--- src/rtl/cand_packer_b.sv ---
// Packs candidate bytes from the word storage into little-endian 32-bit words.
// Ports: CLK, rst_n, din/rd_addr/empty/set_empty (storage side), tag inputs,
//   dout/wr_en/full/last/len_out (FIFO side), latched tag outputs.
module cand_packer_b #(
   parameter int WORD_MAX_LEN = 72,
   localparam int AW = (WORD_MAX_LEN > 1) ? $clog2(WORD_MAX_LEN) : 1,
   localparam int LW = $clog2(WORD_MAX_LEN + 1)
) (
   input  logic          CLK,
   input  logic          rst_n,
   input  logic [7:0]    din,
   output logic [AW-1:0] rd_addr,
   input  logic          empty,
   output logic          set_empty,
   input  logic [15:0]   pkt_id_in,
   input  logic [15:0]   word_id_in,
   input  logic [31:0]   gen_id_in,
   input  logic          gen_end_in,
   output logic [31:0]   dout,
   output logic          wr_en,
   input  logic          full,
   output logic          last,
   output logic [LW-1:0] len_out,
   output logic [15:0]   pkt_id_out,
   output logic [15:0]   word_id_out,
   output logic [31:0]   gen_id_out,
   output logic          gen_end_out
);

   localparam int BW = $clog2(WORD_MAX_LEN + 8);
   localparam logic [AW-1:0] ADDR_MAX = AW'(WORD_MAX_LEN - 1);
   localparam logic [LW-1:0] LEN_MAX  = LW'(WORD_MAX_LEN);
   localparam logic [BW-1:0] POS_END  = BW'(WORD_MAX_LEN);
   localparam logic [BW-1:0] POS_LAST = BW'(WORD_MAX_LEN - 1);

   typedef enum logic [1:0] {IDLE, LOAD, EMIT} state_t;

   state_t        state;
   logic [2:0]    cnt;
   logic [BW-1:0] pos;
   logic [LW-1:0] len;
   logic          term_seen;
   logic [23:0]   acc;

   logic          in_rng;
   logic          cap_ok;
   logic          term_nxt;
   logic [7:0]    lane_b;
   logic [LW-1:0] len_nxt;

   // pos is the byte index of the lane captured this cycle
   always_comb begin
      in_rng   = pos < POS_END;
      cap_ok   = in_rng & ~term_seen & (din != 8'h00);
      lane_b   = cap_ok ? din : 8'h00;
      term_nxt = term_seen | (in_rng & (din == 8'h00));
      len_nxt  = (cap_ok && len != LEN_MAX) ? len + LW'(1) : len;
   end

   assign wr_en     = (state == EMIT) & ~full;
   assign set_empty = wr_en & last;

   always_ff @(posedge CLK) begin
      if (!rst_n) begin
         state       <= IDLE;
         cnt         <= '0;
         pos         <= '0;
         len         <= '0;
         term_seen   <= 1'b0;
         acc         <= '0;
         rd_addr     <= '0;
         dout        <= '0;
         last        <= 1'b0;
         len_out     <= '0;
         pkt_id_out  <= '0;
         word_id_out <= '0;
         gen_id_out  <= '0;
         gen_end_out <= 1'b0;
      end else begin
         unique case (state)
            IDLE: begin
               if (!empty) begin
                  pkt_id_out  <= pkt_id_in;
                  word_id_out <= word_id_in;
                  gen_id_out  <= gen_id_in;
                  gen_end_out <= gen_end_in;
                  cnt         <= '0;
                  pos         <= '0;
                  len         <= '0;
                  term_seen   <= 1'b0;
                  rd_addr     <= '0;
                  if (gen_end_in) begin
                     dout    <= '0;
                     last    <= 1'b1;
                     len_out <= '0;
                     state   <= EMIT;
                  end else begin
                     last  <= 1'b0;
                     state <= LOAD;
                  end
               end
            end
            LOAD: begin
               // cnt 0..3 issue reads, cnt 1..4 capture lanes 0..3
               if (cnt != 3'd0) begin
                  pos       <= pos + BW'(1);
                  term_seen <= term_nxt;
                  len       <= len_nxt;
                  if (cnt != 3'd4)
                     acc <= {lane_b, acc[23:8]};
               end
               if (cnt == 3'd4) begin
                  dout    <= {lane_b, acc};
                  last    <= term_nxt | (pos >= POS_LAST);
                  len_out <= len_nxt;
                  state   <= EMIT;
               end else if (rd_addr != ADDR_MAX) begin
                  rd_addr <= rd_addr + AW'(1);
               end
               cnt <= cnt + 3'd1;
            end
            EMIT: begin
               if (!full) begin
                  cnt   <= '0;
                  state <= last ? IDLE : LOAD;
               end
            end
            default: state <= IDLE;
         endcase
      end
   end

endmodule
--- config.mk ---
export PLATFORM = sky130hd
export DESIGN_NAME = cand_packer_b
export DESIGN_NICKNAME = d
export VERILOG_FILES = /design/src/rtl/cand_packer_b.sv
export SDC_FILE = /design/constraint.sdc
export NUM_CORES = 1
export LEC_CHECK = 0
export BUFFER_PORTS_ARGS = -buffer_cell sky130_fd_sc_hd__buf_2
export CORE_MARGIN = 1
export CORE_UTILIZATION = 45
export CTS_CLUSTER_SIZE = 20
export DETAILED_ROUTE_END_ITERATION = 6
export PLACE_DENSITY_LB_ADDON = 0.12
export SLEW_MARGIN = 20
export SYNTH_ARGS = -nofsm -noshare
export SYNTH_HDL_FRONTEND = slang
export SYNTH_SLANG_ARGS = --single-unit
--- constraint.sdc ---
create_clock -name CLK -period 3.9 [get_ports CLK]
set_input_delay 0.195 -clock CLK [delete_from_list [all_inputs] [get_ports CLK]]
set_output_delay 0.195 -clock CLK [all_outputs]
set_load 0.01 [all_outputs]
==> impl_metrics.json, run 1 <==
{
  "status": "completed",
  "ios": 191,
  "dp_hpwl_um": 11100,
  "final-setup-viol-count": 0,
  "cts.sinks": 156,
  "avgRoutedWirePerCell_um": 15.0,
  "async_flop_share_pct": 0,
  "h-tree-depth": 4,
  "std_cell_rows": 42,
  "min_from": "word_id_in[1]",
  "dp_slack_ns": 1.50,
  "synth_cell_types": 50,
  "cts_buffer_depth": 2,
  "busiest_layer": "met2",
  "hold_end": "word_id_out[1]",
  "dr.pass1.iters": 5,
  "min_period_ns": 2.45,
  "critPathSlowestCell": "o21ai_2",
  "nets": 1000,
  "worst_pin_slew_ns": 0.955,
  "gp_congestion": 0.815,
  "routed_wirelength_um": 16600,
  "max-vdd-ir-drop_mv": 0.253,
  "grt_pass1_wl_um": 27200,
  "synthTopCellsByArea": "dfxtp_1 (51%), nand2_1 (11%), a21oi_1 (8.6%)",
  "areaGrowthSynthToFinish_pct": 30.5,
  "antenna_found_initial": 0,
  "grt-ovfl-total": 0,
  "start_kind": "flip-flop",
  "r2r_slack_ns": 1.45,
  "die_area_um2": 14000,
  "cp_data_arrival_time_ns": 2.80,
  "coreArea_um2": 13200,
  "worstSetupPathType": "reg -> reg",
  "setup_ws_ns": 1.45,
  "synth-seq-area-share_pct": 51.4,
  "root_buffer": "clkbuf_16",
  "required_ns": 4.25,
  "fillers": 1179,
  "worstReg2RegStart": "cnt[0]",
  "clk_pin_slew_worst_paths_ns": 0.06,
  "r2r_cells": 7,
  "fin_skew_ns": 0.00460,
  "cp_max_fo": 20,
  "cellPowerDensity_nw_per_um2": 486,
  "slew_headroom_pct": 36.3,
  "avgSynthCellArea_um2": 8.25,
  "tns_ns": 0,
  "synth-edff-count": 0,
  "rsz0062_at_grt": "no",
  "tritoncts.num_buffers": 17,
  "cp_slowest_stage_delay_ns": 0.76,
  "track_usage_pct": 24.1,
  "tritoncts": "done",
  "drv_cap": 0,
  "synth.top_cell.area_share_pct": 51.4,
  "synth_top_area_cell": "dfxtp_1",
  "grt_max_degree": 74,
  "hold_violations": 0,
  "synthCells": 737,
  "drive_gt1_share_pct": 25.2,
  "min_path_type": "in -> reg",
  "period_share_pct": 62.7,
  "drtIter0Drc": 510,
  "cp-end-kind": "flip-flop",
  "clk_latency_ns": 0.42,
  "drv_slew": 0,
  "crit_path_cell_trace": "inv_1, ha_1, and3_1, o21ai_2, buf_4, a22oi_1, nor2_1",
  "ys.flop_type": "dfxtp_1",
  "grtUsageMet1_pct": 30.4,
  "yosysWarnings": 0,
  "syn-cell-area_um2": 6080,
  "holdPathStages": 3,
  "viasPerCell": 5.39,
  "worstReg2RegEnd": "dout[16]",
  "start_util_pct": 46.1,
  "die_h_um": 118,
  "max_freq_mhz": 409,
  "dieWidth_um": 118,
  "grt_pass1_vias": 5571,
  "synth_seq_cells": 156,
  "synth_fp_nets": 821,
  "ant_nets": 0,
  "critPathLaunch": "cnt[0]",
  "gr-usage-met3_pct": 5.31,
  "portBuffers": 190,
  "antennaDiodeCount": 0,
  "drc": 0,
  "grtUsageMet2_pct": 39.4,
  "num_vias": 5955,
  "cellLeakagePower_uw": 0.00343
}
==> per-stage QoR <==
step | hold slack [ns] | cells | util, % | cell area [µm²] | total power (µW)
after floorplan | 0.331 | 737 | - | 6080 | 1910
after detailed placement | 0.441 | 1055 | 53.8 | 7090 | 2040
after global routing | 0.00666 | 1104 | 60.2 | 7940 | 4020
after global placement | 0.435 | 1055 | 53.8 | 7090 | 2030
after CTS | 0.000632 | 1104 | 60.2 | 7940 | 3890
final | 0.0186 | 1104 | 60.2 | 7940 | 3860
==> cell usage after synthesis, types with 4 or more instances <==
library cell / instances
o21ai_0: 9
or4_1: 6
buf_2: 5
nand3_1: 17
a22oi_1: 35
a31oi_1: 12
nor4_1: 7
nand3b_1: 4
nor2b_1: 11
inv_1: 10
nand4_1: 4
clkbuf_1: 41
or3_1: 8
and3_1: 6
nor3_1: 10
ha_1: 7
buf_1: 5
nor2_1: 52
nand2_1: 173
a211o_1: 7
a21oi_1: 104
dfxtp_1: 156
o31ai_1: 7
==> worst max path at each step <==
stage                 endpoint  depth (start not counted)
finish                dout[16]                          7
floorplan           rd_addr[6]                          6
global placement      dout[21]                          7
detailed placement    dout[22]                          7
CTS                   dout[16]                          7
global route          dout[13]                          7
==> sequential cells by signal (all words and copies together), names as in the netlist, 2 cells and up <==
register     flops
state            2
len_out          7
len              7
word_id_out     16
pos              7
dout            32
acc             24
cnt              3
gen_id_out      32
rd_addr          7
pkt_id_out      16
==> logic make-up (layout without fill, tap and decap cells) <==
group,Yosys count,after routing,synth area share (%)
flops,156,156,51.4
simple gates,314,314,23.2
compound gates,192,192,19.1
fa+ha+maj,7,7,1.44
xor+xnor,3,3,0.432
buf+inv,64,255,4.24
mux,1,1,0.185
==> placed cells by master, fill, tap and decap left out, types with 9 or more instances in the layout <==
master,Yosys,final
inv_1,10,9
dfxtp_1,156,156
nor3_1,10,9
nor2b_1,11,11
nand3_1,17,17
o21ai_0,9,9
a21oi_1,104,104
buf_2,5,190
clkbuf_16,0,17
a31oi_1,12,12
a22oi_1,35,35
dlygate4sd3_1,0,18
nor2_1,52,52
nand2_1,173,173
==> layout make-up <==
type                            instances  area [µm²]  area share [%]
Timing Repair Buffer                  214        1180            14.8
Clock inverter                          6         155            1.96
Clock buffer                           25         505            6.37
Multi-Input combinational cell        517        2720            34.2
Inverter                               10        40.0           0.505
Tap cell                              176         220            2.78
Sequential cell                       156        3120            39.4
==> worst max-delay path: cells and delay by family (launching register included) <==
family / cells / cell delay (ns)
AOI/OAI and AO/OA: 2 / 0.88
and+or+nand+nor: 2 / 0.37
buffers and inverters: 2 / 0.47
adders and majority gates: 1 / 0.27
DFF: 1 / 0.39
==> routing by layer <==
layer	up-vias	share of wire, %
met5	-	0
li1	2907	-
met1	2761	44
met3	32	7.1
met4	0	2.4
met2	255	47
==> power by group <==
| part | leakage (µW) | internal, µW | switching [µW] | total (µW) |
|---|---|---|---|---|
| Clock | 0.000324 | 1220 | 616 | 1830 |
| Sequential | 0.00127 | 1650 | 36.1 | 1690 |
| Combinational | 0.00184 | 129 | 212 | 341 |
| Total | 0.00343 | 3000 | 864 | 3860 |
==> timing repair <==
action | 4_1_cts | 5_1_grt
setup buffers | 0 | 0
gates resized for setup | 0 | 0
hold endpoints to repair | 18 | 0
hold buffers | 18 | 0
setup endpoints to repair | 0 | 0
Note: power is estimated with default switching activity, not from simulation.
==> inputs of run 2 (changes only) <==
ABC_AREA = 1   (was not set)
clock period = 2.3 ns   (was 3.9 ns; I/O delays follow)
==> run 2 against run 1 <==
Clock-buffer cell count is 6 lower. Largest cell class unchanged. Sequential cell count stayed put. Critical path type unchanged. Via count is 3.0% higher. Cell count is 14% higher. Critical endpoint is now dout[17].
==> impl_metrics.json, run 2 <==
{
  "h-tree-depth": 4,
  "cp_slowest_stage_delay_ns": 0.31,
  "ant_nets": 0,
  "final_util_pct": 63.1,
  "r2r_slack_ns": 0.56,
  "async_flop_share_pct": 0,
  "grt_max_degree": 88,
  "max-vdd-ir-drop_mv": 0.455,
  "portBuffers": 190,
  "drv_cap": 0,
  "clk_latency_ns": 0.42,
  "gp_congestion": 0.822,
  "die_h_um": 119,
  "dieWidth_um": 119,
  "start_kind": "flip-flop",
  "holdWs_ns": 0.0348,
  "synth-edff-count": 0,
  "synth_fp_nets": 911,
  "tns_ns": 0,
  "antenna_found_initial": 0,
  "worstSetupPathType": "reg -> reg",
  "grtUsageMet2_pct": 39.3,
  "required_ns": 2.59,
  "max_freq_mhz": 575,
  "coreArea_um2": 13200,
  "synth-seq-area-share_pct": 51.1,
  "cp_max_fo": 33,
  "start_util_pct": 46.1,
  "num_vias": 6136,
  "track_usage_pct": 24.7,
  "drtIter0Drc": 336,
  "avgRoutedWirePerCell_um": 13.6,
  "drv_slew": 0,
  "crit_buf_inv": 2,
  "yosysMostFrequentCell": "nor2_1",
  "cts_buffer_depth": 2,
  "die_area_um2": 14000,
  "yosys-top-cells-count": "nor2_1 (208), dfxtp_1 (156), nand2_1 (130)",
  "cp-end-kind": "flip-flop",
  "antennaDiodeCount": 0,
  "syn-cell-area_um2": 6110,
  "gr-usage-met3_pct": 6.27,
  "cts.sinks": 156,
  "final-setup-viol-count": 0,
  "layout_commonest_cell": "nor2_1",
  "worst_pin_slew_ns": 0.703,
  "grt-ovfl-total": 0,
  "grt_pass1_wl_um": 27700,
  "tritoncts.num_buffers": 17,
  "nets": 1151,
  "fin_skew_ns": 0.0100,
  "ys.flop_type": "dfxtp_1",
  "dr.pass1.iters": 5,
  "period_share_pct": 75.6,
  "synth_seq_cells": 156,
  "reg_top3": "dout: 32 flops, gen_id_out: 32 flops, acc: 24 flops",
  "post_cts_buffers": 0,
  "post_cts_resized": 0,
  "total_power_uw": 6650,
  "synthCells": 827,
  "busiest_layer": "met2",
  "cp_data_arrival_time_ns": 2.03,
  "dp_hpwl_um": 10700,
  "final_cell_mix": "nor2_1 (208), buf_2 (190), dfxtp_1 (156), nand2_1 (130), o21ai_0 (108)",
  "status": "completed",
  "areaGrowthSynthToFinish_pct": 36.8,
  "synth_cell_types": 28,
  "tritoncts": "done",
  "viasPerCell": 4.89,
  "std_cell_rows": 42,
  "ios": 191,
  "cellPowerDensity_nw_per_um2": 795,
  "root_buffer": "clkbuf_16",
  "grtUsageMet1_pct": 32.1,
  "drive_gt1_share_pct": 22.9,
  "avgSynthCellArea_um2": 7.39,
  "synth.top_cell.area_share_pct": 51.1,
  "synth_top_area_cell": "dfxtp_1",
  "slew_headroom_pct": 53.1,
  "drc": 0,
  "rsz0062_at_grt": "no",
  "crit_path_cell_trace": "inv_1, ha_1, nand2_1, nor2_4, nor2_2, nor2_4, inv_4, nand2_1, a21oi_1",
  "yosysWarnings": 0,
  "critPathSlowestCell": "dfxtp_1",
  "clk_pin_slew_worst_paths_ns": 0.06,
  "min_period_ns": 1.74,
  "grt_pass1_vias": 5641,
  "synthTopCellsByArea": "dfxtp_1 (51%), nor2_1 (13%), o21ai_0 (8.8%)",
  "cellLeakagePower_uw": 0.00397,
  "min_path_type": "in -> reg",
  "routed_wirelength_um": 17100,
  "hold_violations": 0,
  "cp_top_family": "simple AND/OR/NAND/NOR gates"
}
==> run 2: cell count changes after synthesis, sizes merged, moves of 12 or more <==
cell | previous run | this run
nor2 | 52 | 214
o21ai | 10 | 110
nand2 | 173 | 133
inv | 10 | 49
a21oi | 104 | 67
a22oi | 35 | 0
clkbuf | 41 | 25
a31oi | 12 | 0
==> run 2: final timing paths <==
kind / start / cells past startpoint / end
worst min register to register: dout[7] / 2 / dout[7]
worst min-delay path: full / 3 / state[1]
worst max register to register: cnt[0] / 9 / dout[17]
worst max-delay path: cnt[0] / 9 / dout[17]
==> run 2: timing repair <==
| item | in CTS | in global routing |
|---|---|---|
| hold buffers | 66 | 0 |
| setup endpoints to repair | 0 | 0 |
| hold endpoints to repair | 67 | 0 |
==> run 2: worst register-to-register path, stage by stage, from the launching register on <==
cell and delay, ns:
dfxtp_1 0.31, inv_1 0.11, ha_1 0.18, nand2_1 0.10
nor2_4 0.13, nor2_2 0.06, nor2_4 0.30, inv_4 0.21
nand2_1 0.14, a21oi_1 0.06
==> run 2: power breakdown <==
part / switching, µW / internal (µW) / total [µW]
sequential: 112 / 2890 / 3000
combinational: 593 / 383 / 975
clock: 1140 / 1520 / 2670
total: 1850 / 4800 / 6650
==> run 2: kinds of logic after synthesis <==
kind of cell	synth area share (%)
compound gates	14.9
xor+xnor	0.287
fa+ha+maj	1.43
buf+inv	6.67
flops	51.1
simple gates	25.6
==> run 2: cell type report <==
| class | instances | area (µm²) |
|---|---|---|
| clock buffers | 19 | 443 |
| clock inverters | 13 | 114 |
| fillers | 1148 | 4880 |
| inverters | 50 | 190 |
| multi-input cells | 577 | 2580 |
| flip-flops and latches | 156 | 3120 |
| well taps | 176 | 220 |
| repair buffers | 265 | 1690 |
==> run 2: metal layers <==
metal / share of wire (%) / wire [µm] / vias to the layer above
met5: 0 / 0 / -
met4: 1.7 / 284 / 0
met3: 5.8 / 988 / 25
met2: 46 / 7870 / 202
met1: 47 / 7970 / 2766
li1: - / - / 3143
==> run 2: through the flow <==
stage / setup slack (ns) / instance area, µm² / cells
floorplan: 0.861 / 6110 / 827
global placement: 0.622 / 7140 / 1158
detailed placement: 0.576 / 7140 / 1158
CTS: 0.557 / 8360 / 1256
global route: 0.373 / 8360 / 1256
finish: 0.561 / 8360 / 1256
